$ cat src/rtl/conv_result_reader.sv
// conv_result_reader: streams a finished convolution feature map out of the result
// BRAM in raster order, requantizing each 32-bit accumulator to a signed 8-bit pixel.
// A 2-entry FIFO absorbs the 1-cycle BRAM latency. Reads are credit-limited so the
// FIFO can never overflow.
module conv_result_reader #(
   parameter int unsigned MAPSIZE = 32,
   parameter int unsigned SHIFT   = 8,
   parameter int unsigned RELU    = 1,
   parameter int unsigned ADDR_W  = $clog2((MAPSIZE - 4) * (MAPSIZE - 4))
) (
   input  logic                clk,
   input  logic                rst_n,
   input  logic                start,
   output logic                mem_rd_en,
   output logic [ADDR_W-1:0]   mem_rd_addr,
   input  logic signed [31:0]  mem_rd_data,
   output logic signed [7:0]   pixel_out,
   output logic                data_valid_out,
   input  logic                ready_in,
   output logic                busy,
   output logic                all_done
);

   localparam int unsigned N = (MAPSIZE - 4) * (MAPSIZE - 4);
   localparam logic [ADDR_W-1:0] LastAddr = ADDR_W'(N - 1);
   localparam logic signed [32:0] Round = 33'sd1 <<< (SHIFT - 1);

   typedef enum logic [1:0] {StIdle, StRead, StDrain, StDone} state_e;

   state_e            state_q, state_d;
   logic [ADDR_W-1:0] rd_ctr_q, rd_ctr_d;
   logic              inflight_q;
   logic signed [7:0] fifo_q [2];
   logic              wr_ptr_q, rd_ptr_q;
   logic [1:0]        count_q;

   logic              fifo_valid, xfer, cap, credit, rd_issue;
   logic [2:0]        occ;
   logic signed [32:0] req_t, req_s;
   logic signed [7:0] req_pix;

   // Credit: occupancy counts FIFO entries plus the read in flight; a transfer this
   // cycle frees a slot immediately so full throughput needs no bubble.
   always_comb begin
      fifo_valid = (count_q != 2'd0);
      xfer       = fifo_valid && ready_in;
      cap        = inflight_q;
      occ        = {1'b0, count_q} + {2'b00, inflight_q};
      credit     = occ < (3'd2 + {2'b00, xfer});
      rd_issue   = (state_q == StRead) && credit;
   end

   // Requantize the BRAM word: round, arithmetic shift, saturate, optional ReLU.
   always_comb begin
      req_t = $signed({mem_rd_data[31], mem_rd_data}) + Round;
      req_s = req_t >>> SHIFT;
      if (req_s > 33'sd127) begin
         req_pix = 8'sd127;
      end else if (req_s < -33'sd128) begin
         req_pix = -8'sd128;
      end else begin
         req_pix = req_s[7:0];
      end
      if (RELU != 0 && req_pix < 0) begin
         req_pix = 8'sd0;
      end
   end

   // State register, read counter and in-flight flag.
   always_ff @(posedge clk or negedge rst_n) begin
      if (!rst_n) begin
         state_q    <= StIdle;
         rd_ctr_q   <= '0;
         inflight_q <= 1'b0;
      end else begin
         state_q    <= state_d;
         rd_ctr_q   <= rd_ctr_d;
         inflight_q <= rd_issue;
      end
   end

   // Output FIFO: capture the cycle after each read, pop on transfer.
   always_ff @(posedge clk or negedge rst_n) begin
      if (!rst_n) begin
         fifo_q   <= '{default: '0};
         wr_ptr_q <= 1'b0;
         rd_ptr_q <= 1'b0;
         count_q  <= 2'd0;
      end else begin
         if (cap) begin
            fifo_q[wr_ptr_q] <= req_pix;
            wr_ptr_q         <= ~wr_ptr_q;
         end
         if (xfer) begin
            rd_ptr_q <= ~rd_ptr_q;
         end
         case ({cap, xfer})
            2'b10:   count_q <= count_q + 2'd1;
            2'b01:   count_q <= count_q - 2'd1;
            default: ;
         endcase
      end
   end

   // Next-state logic; the counter parks at the last address and never wraps.
   always_comb begin
      state_d  = state_q;
      rd_ctr_d = rd_ctr_q;
      case (state_q)
         StIdle: begin
            if (start) begin
               state_d  = StRead;
               rd_ctr_d = '0;
            end
         end
         StRead: begin
            if (rd_issue) begin
               if (rd_ctr_q == LastAddr) begin
                  state_d = StDrain;
               end else begin
                  rd_ctr_d = rd_ctr_q + 1'b1;
               end
            end
         end
         StDrain: begin
            // Leave as the last pixel transfers so all_done follows it directly.
            if (!inflight_q && (count_q == 2'd0 || (count_q == 2'd1 && xfer))) begin
               state_d = StDone;
            end
         end
         StDone: state_d = StIdle;
         default: state_d = StIdle;
      endcase
   end

   // Outputs: all derive from reset-cleared state, so reset zeroes them at once.
   always_comb begin
      busy           = (state_q != StIdle);
      all_done       = (state_q == StDone);
      mem_rd_en      = rd_issue;
      mem_rd_addr    = rd_ctr_q;
      data_valid_out = fifo_valid;
      pixel_out      = fifo_valid ? fifo_q[rd_ptr_q] : 8'sd0;
   end

endmodule

$ cat config.mk
export PLATFORM = sky130hd
export DESIGN_NAME = conv_result_reader
export DESIGN_NICKNAME = d
export VERILOG_FILES = /design/src/rtl/conv_result_reader.sv
export SDC_FILE = /design/constraint.sdc
export NUM_CORES = 1
export LEC_CHECK = 0
export ABC_CLOCK_PERIOD_IN_PS = 2750
export BUFFER_PORTS_ARGS = -buffer_cell sky130_fd_sc_hd__buf_2
export CAP_MARGIN = 20
export CORE_ASPECT_RATIO = 0.7
export CORE_UTILIZATION = 53
export CTS_BUF_LIST = sky130_fd_sc_hd__clkbuf_16
export DETAILED_ROUTE_END_ITERATION = 10
export PLACE_DENSITY = 0.91
export SLEW_MARGIN = 20
export SYNTH_ARGS = -nofsm -noshare
export SYNTH_HDL_FRONTEND = slang
export SYNTH_SLANG_ARGS = --single-unit
$ cat constraint.sdc
create_clock -name clk -period 2.75 [get_ports clk]
set_clock_uncertainty 0.15 [all_clocks]
set_input_delay 0 -clock clk [delete_from_list [all_inputs] [get_ports clk]]
set_output_delay 0 -clock clk [all_outputs]
set_load 0.02 [all_outputs]
==> results of run 1 <==
## through the flow
step                      hold slack (ns)  total power, mW  setup slack, ns  util (%)  std cells
after floorplan                   -0.4456            1.704           0.2859         -        249
after global placement           -0.08292            2.068           0.2868     62.87        347
after detailed placement         -0.07614            2.136           0.2270     62.87        347
after CTS                       0.0004703            2.669           0.1254     67.11        358
after global routing              0.03469            2.858          0.04466     67.15        358
final                            0.004193            2.679           0.1344     67.15        358
## final cells by class
type	count	area share, %
flip-flops and latches	31	29.45
multi-input cells	198	49.45
well taps	52	2.470
inverters	13	1.853
clock buffers	5	4.751
repair buffers	56	11.59
clock inverters	3	0.4276
## how the worst min path moves through the flow
| stage | from | end | slack [ns] |
|---|---|---|---|
| floorplan | rst_n | cap | -0.45 |
| global placement | rst_n | state_q[0] | -0.08 |
| detailed placement | rst_n | count_q[1] | -0.08 |
| CTS | mem_rd_data[9] | fifo_q[1] | 0.0005 |
| global route | mem_rd_data[9] | fifo_q[1] | 0.03 |
| finish | mem_rd_data[9] | fifo_q[1] | 0.004 |
## sequential cells by signal (all words and copies together), names as in the netlist
register / flops
cap: 1
count_q: 2
fifo_q: 14
rd_ptr_q: 1
state_q: 2
wr_ptr_q: 1
mem_rd_addr: 10
## layer usage
layer	wire [um]	GRT usage, %	vias to the layer above	part of all wire, %
met5	0	0	-	0
met4	85	8.201	0	1.6
met3	303	5.124	8	5.8
met2	2310	39.47	86	44
met1	2566	39.44	1000	49
li1	-	-	1016	-
## cells in the final DEF (no fill, tap or decap), types with 5 or more instances in the layout
master	n
a21oi_1	8
a31oi_1	11
buf_2	49
clkbuf_16	5
dfrtp_1	31
ha_1	12
inv_1	14
mux2i_1	8
nand2_1	18
nand3_1	12
nand4_1	6
nor2_1	37
o21ai_0	18
xnor2_1	10
xor2_1	9
## logic make-up after synthesis
| kind of cell | count (synthesis) | share of synthesized area (%) |
|---|---|---|
| AO/OA/AOI/OAI | 58 | 17.79 |
| adder cells (fa/ha/maj) | 12 | 6.952 |
| buffers and inverters | 20 | 3.824 |
| other | 1 | 0.1736 |
| XOR/XNOR | 19 | 7.706 |
| flip-flops | 31 | 35.92 |
| multiplexers | 10 | 4.751 |
| AND/OR/NAND/NOR | 98 | 22.89 |
## power groups by stage
| stage | combinational, mW | sequential (mW) | clock, mW |
|---|---|---|---|
| floorplan | 0.875 | 0.830 | 0 |
| global placement | 1.24 | 0.829 | 0 |
| detailed placement | 1.29 | 0.844 | 0 |
| CTS | 1.31 | 0.841 | 0.517 |
| global route | 1.45 | 0.875 | 0.536 |
| finish | 1.32 | 0.848 | 0.514 |
## what timing repair did
item	CTS	global route
hold buffers	3	0
resized for setup	0	1
endpoints found under the hold margin	34	0
endpoints found under the setup margin	0	1
## worst max-delay path: cells and delay by family (launching register included)
kind                       cells  cell delay, ns
DFF                            1            0.46
AOI/OAI and AO/OA              3            0.84
and+or+nand+nor                3            0.53
adders and majority gates      1            0.29
xor gates and xnor gates       1            0.21
==> results.tsv, run 1 <==
stage	metric	value	unit
outcome	status	finished clean	
global_routing	antenna_found_initial	0	
placed_design	place_area	2466	um^2
min_path	holdPathStages	4	
min_path	hold_path_class	primary input to register	
cts	cts_tree	built	
placed_design	port_buffers	49	
die	core_area	3923	um^2
sta	fmax	0.3823	GHz
critical_path	ff2ff_path_depth	8	
sta	setup_viol	0	
synthesis	ys_top_cells_by_count	nor2_1, dfrtp_1, nand2_1, o21ai_0, inv_1	
cts	htreeDepth	2	
synthesis	syn_area	2160	um^2
final_layout	regArea	775.7	um^2
synthesis	yosysUniqueCellTypes	43	
final_layout	fin_area	2634	um^2
synthesis	synth.most_common_cell	nor2_1	
drt	antenna_left	0	
critical_path	r2r-start	cap	
synthesis	ys_seq_elements	31	
synthesis	synth_top_area_share	35.92	%
drt	viasPerCell	5.894	
drt	vias	2110	
cts	root_buffer	clkbuf_16	
synthesis	syn_nets	297	
sta	slew-limit-headroom	54.47	%
synthesis	synthCells	249	
die	die_w	78.30	um
power_and_ir_drop	peakVddDrop	0.9674	mV
drt	post_drt_wl_per_cell	14.71	um
power_and_ir_drop	combPwrFrac	49.1	%
synthesis	yosysTopAreaCell	dfrtp_1	
synthesis	synth_edf_count	0	
power_and_ir_drop	internal_power	1.513	mW
global_routing	grt-ovfl-total	0	
critical_path	slowest_delay	0.46	ns
critical_path	endpoint	mem_rd_addr[5]	
power_and_ir_drop	pwr-share-clk	19.2	%
die	io_pins	58	
sta	slew_viol_final	0	
synthesis	synthArstFlopShare	100.0	%
drt	route.detailed.drc	0	
die	num_rows	19	
cts	cts_inserted_buffers	5	
placed_design	gp_congestion	0.8699	
die	die_area	4338	um^2
power_and_ir_drop	p_switching	1.165	mW
placed_design	dpl.hpwl	3797	um
global_routing	grt_max_degree	32	
critical_path	r2r-end	mem_rd_addr[5]	
cts	clk_transition_reported_paths	0.05	ns
critical_path	end_kind	register	
sta	period_share	95.11	%
critical_path	path_class	register to register	
critical_path	slowest_stage	dfrtp_1	
flow_run	cap_violations	0	
critical_path	start_kind	register	
critical_path	worst_ep_required_time	2.75	ns
synthesis	yosysWarnings	0	
global_routing	grt_pass1_vias	1878	
final_layout	antenna_cells	0	
drt	route.final.wire_length	5265	um
final_layout	nFillCells	312	
sta	setup_tns	0	ns
die	initial_utilization	55.06	%
sta	rsz0062_at_grt	false	
drt	dr.pass1.iters	5	
sta	fin_crit	2.616	ns
power_and_ir_drop	power.leakage	1.245	nW
synthesis	synth_top_cells_by_area	dfrtp_1, ha_1, nor2_1	
power_and_ir_drop	seqPwrFrac	31.7	%
synthesis	syn_area_per_cell	8.673	um^2
cts	clkLatencyLatePin	0.28	ns
final_layout	drive_gt1_share	21.90	%
cts	cts_setup_buffers	0	
global_routing	grt_pass1_wl	9052	um
final_layout	final_nets	353	
sta	hold_viol	0	
power_and_ir_drop	p_per_area	1017	nW/um^2
die	die_h	55.41	um
cts	cts.sinks	31	
final_layout	syn_to_final_growth	21.96	%
cts	cts_max_path_buffers	2	
synthesis	ys.flop_type	dfrtp_1	
final_layout	multi_input_area	1303	um^2
global_routing	grt_use_total	26.66	%
critical_path	r2r_setup_slack	0.13	ns
power_and_ir_drop	swShare	43.51	%
sta	tightest_slew	0.6829	ns
critical_path	cp-startpoint	cap	
critical_path	arrival	2.61	ns
synthesis	synth-seq-area-share	35.92	%
critical_path	critPathMaxFanout	7	
drt	drt-initial-drc-count	191	
critical_path	crit_chain	ha_1 -> or3b_1 -> a21o_1 -> a211oi_2 -> o2111a_2 -> nand3_1 -> xor2_1 -> nor2_1	
Power figures use the tool's default switching activity.
==> run 2, diff against run 1 <==
- CORE_MARGIN: default -> 4
==> run 2 against run 1 <==
  * Critical path depth unchanged
  * Via count fell by 2.4%
  * Setup slack improved by 0.092 ns
  * Worst hold slack better by 0.013 ns
  * Cell count is 0.28% higher
  * Clock power hardly changed
  * Final area is 0.28% higher
  * First-iteration DRC count is 21% higher
  * Sequential cell count stayed put
  * Sequential power is 0.6% lower
  * Clock-buffer cell count did not move
  * Global-route usage fell by 4.8 points
==> results.tsv, run 2 (synthesis gave the netlist of run 1 again) <==
stage	metric	value	unit	change
outcome	status	finished clean		unchanged
die	io_pins	58		unchanged
final_layout	drive_gt1_share	22.15	%	was 21.90%
critical_path	end_kind	register		unchanged
sta	tightest_slew	0.6742	ns	was 0.6829 ns
power_and_ir_drop	power.leakage	1.258	nW	was 1.245 nW
sta	setup_viol	0		unchanged
drt	vias	2059		was 2110
global_routing	grt-ovfl-total	0		unchanged
sta	setup_tns	0	ns	unchanged
final_layout	syn_to_final_growth	22.31	%	was 21.96%
cts	root_buffer	clkbuf_16		unchanged
final_layout	multi_input_area	1301	um^2	was 1303 um^2
drt	dr.pass1.iters	4		was 5
final_layout	fin_area	2641	um^2	was 2634 um^2
placed_design	gp_congestion	0.8064		was 0.8699
cts	cts_tree	built		unchanged
drt	antenna_left	0		unchanged
critical_path	endpoint	mem_rd_addr[7]		was mem_rd_addr[5]
final_layout	final_nets	354		was 353
critical_path	r2r-start	cap		unchanged
final_layout	final_cell_mix	buf_2, nor2_1, dfrtp_1		unchanged
cts	htreeDepth	2		unchanged
cts	cts_max_path_buffers	2		unchanged
min_path	hold_path_class	primary input to register		unchanged
die	die_h	61.41	um	was 55.41 um
global_routing	grt_pass1_wl	8769	um	was 9052 um
sta	slew-limit-headroom	55.05	%	was 54.47%
final_layout	antenna_cells	0		unchanged
placed_design	dpl.hpwl	3980	um	was 3797 um
critical_path	arrival	2.54	ns	was 2.61 ns
global_routing	grt_use_total	21.84	%	was 26.66%
critical_path	cp-startpoint	cap		unchanged
final_layout	top_register	fifo_q		unchanged
placed_design	port_buffers	49		unchanged
die	die_area	5176	um^2	was 4338 um^2
sta	period_share	91.77	%	was 95.11%
global_routing	grt_max_degree	32		unchanged
critical_path	start_kind	register		unchanged
critical_path	critPathMaxFanout	7		unchanged
power_and_ir_drop	peakVddDrop	0.8053	mV	was 0.9674 mV
critical_path	ff2ff_path_depth	8		unchanged
cts	cts_inserted_buffers	5		unchanged
drt	viasPerCell	5.735		was 5.894
final_layout	nFillCells	307		was 312
cts	cts.sinks	31		unchanged
sta	rsz0062_at_grt	false		unchanged
power_and_ir_drop	p_per_area	1014	nW/um^2	was 1017 nW/um^2
critical_path	path_class	register to register		unchanged
sta	fin_crit	2.524	ns	was 2.616 ns
sta	slew_viol_final	0		unchanged
drt	drt-initial-drc-count	232		was 191
final_layout	regArea	775.7	um^2	unchanged
sta	fmax	0.3962	GHz	was 0.3823 GHz
global_routing	antenna_found_initial	0		unchanged
cts	clkLatencyLatePin	0.28	ns	about the same
die	initial_utilization	55.06	%	unchanged
cts	clk_transition_reported_paths	0.05	ns	about the same
critical_path	r2r-end	mem_rd_addr[7]		was mem_rd_addr[5]
placed_design	place_area	2474	um^2	was 2466 um^2
cts	post_cts_resized	0		unchanged
drt	route.final.wire_length	5378	um	was 5265 um
critical_path	r2r_setup_slack	0.23	ns	was 0.13 ns
drt	post_drt_wl_per_cell	14.98	um	was 14.71 um
final_layout	largest_register_ffs	14		unchanged
sta	hold_viol	0		unchanged
critical_path	worst_ep_required_time	2.77	ns	was 2.75 ns
die	core_area	3923	um^2	unchanged
global_routing	grt_pass1_vias	1871		was 1878
drt	route.detailed.drc	0		unchanged
die	die_w	84.30	um	was 78.30 um
final_layout	final_common_cell	buf_2		unchanged
flow_run	cap_violations	0		unchanged
die	num_rows	19		unchanged
run 2: worst max-delay path, stage by stage (launching register included):
cell and delay, ns:
dfrtp_1 0.45, ha_1 0.30, or3b_1 0.34, a21o_1 0.22, a211oi_2 0.30, o2111a_1 0.34
nand3_1 0.12, xor2_1 0.15, nor2_1 0.05
run 2: power breakdown:
group | switching [mW] | internal, mW
Clock | 0.191 | 0.326
Combinational | 0.781 | 0.535
Sequential | 0.189 | 0.654
Total | 1.16 | 1.52
run 2: final cells by class:
cell class,count,share of cell area (%)
multi-input cells,198,49.27
clock inverters,3,0.4737
flip-flops and latches,31,29.37
clock buffers,5,4.737
repair buffers,57,11.84
well taps,52,2.463
inverters,13,1.847
run 2: worst min path at each step:
stage                     cells past startpoint       startpoint  slack [ns]          to
after floorplan                               0            rst_n       -0.45         cap
after global placement                        1            rst_n       -0.08  state_q[0]
after detailed placement                      1            rst_n       -0.07  count_q[1]
after CTS                                     4  mem_rd_data[14]       0.003  fifo_q[14]
after global routing                          3         ready_in        0.03    rd_ptr_q
final                                         4  mem_rd_data[10]        0.02   fifo_q[2]
run 2: repair_timing:
| item | CTS | global route |
|---|---|---|
| buffers inserted | 0 | 0 |
| endpoints found under the hold margin | 35 | 0 |
| hold buffers | 3 | 0 |
run 2: per-layer routing:
| layer | global-route usage, % | up-vias | part of all wire, % |
|---|---|---|---|
| met5 | 0 | - | 0 |
| met4 | 7.798 | 0 | 1.3 |
| met1 | 29.55 | 963 | 44 |
| met2 | 34.16 | 79 | 47 |
| met3 | 6.283 | 9 | 8.0 |
| li1 | - | 1008 | - |
run 2: metrics by stage:
step	hold WS (ns)	worst slack, ns	util (%)	instances	power (mW)
after global routing	0.03181	0.09439	67.34	359	2.895
after floorplan	-0.4456	0.2859	-	249	1.704
after detailed placement	-0.07340	0.2304	63.06	348	2.143
final	0.01763	0.2263	67.34	359	2.677
after CTS	0.002782	0.2182	67.34	359	2.699
after global placement	-0.07883	0.3015	63.06	348	2.075
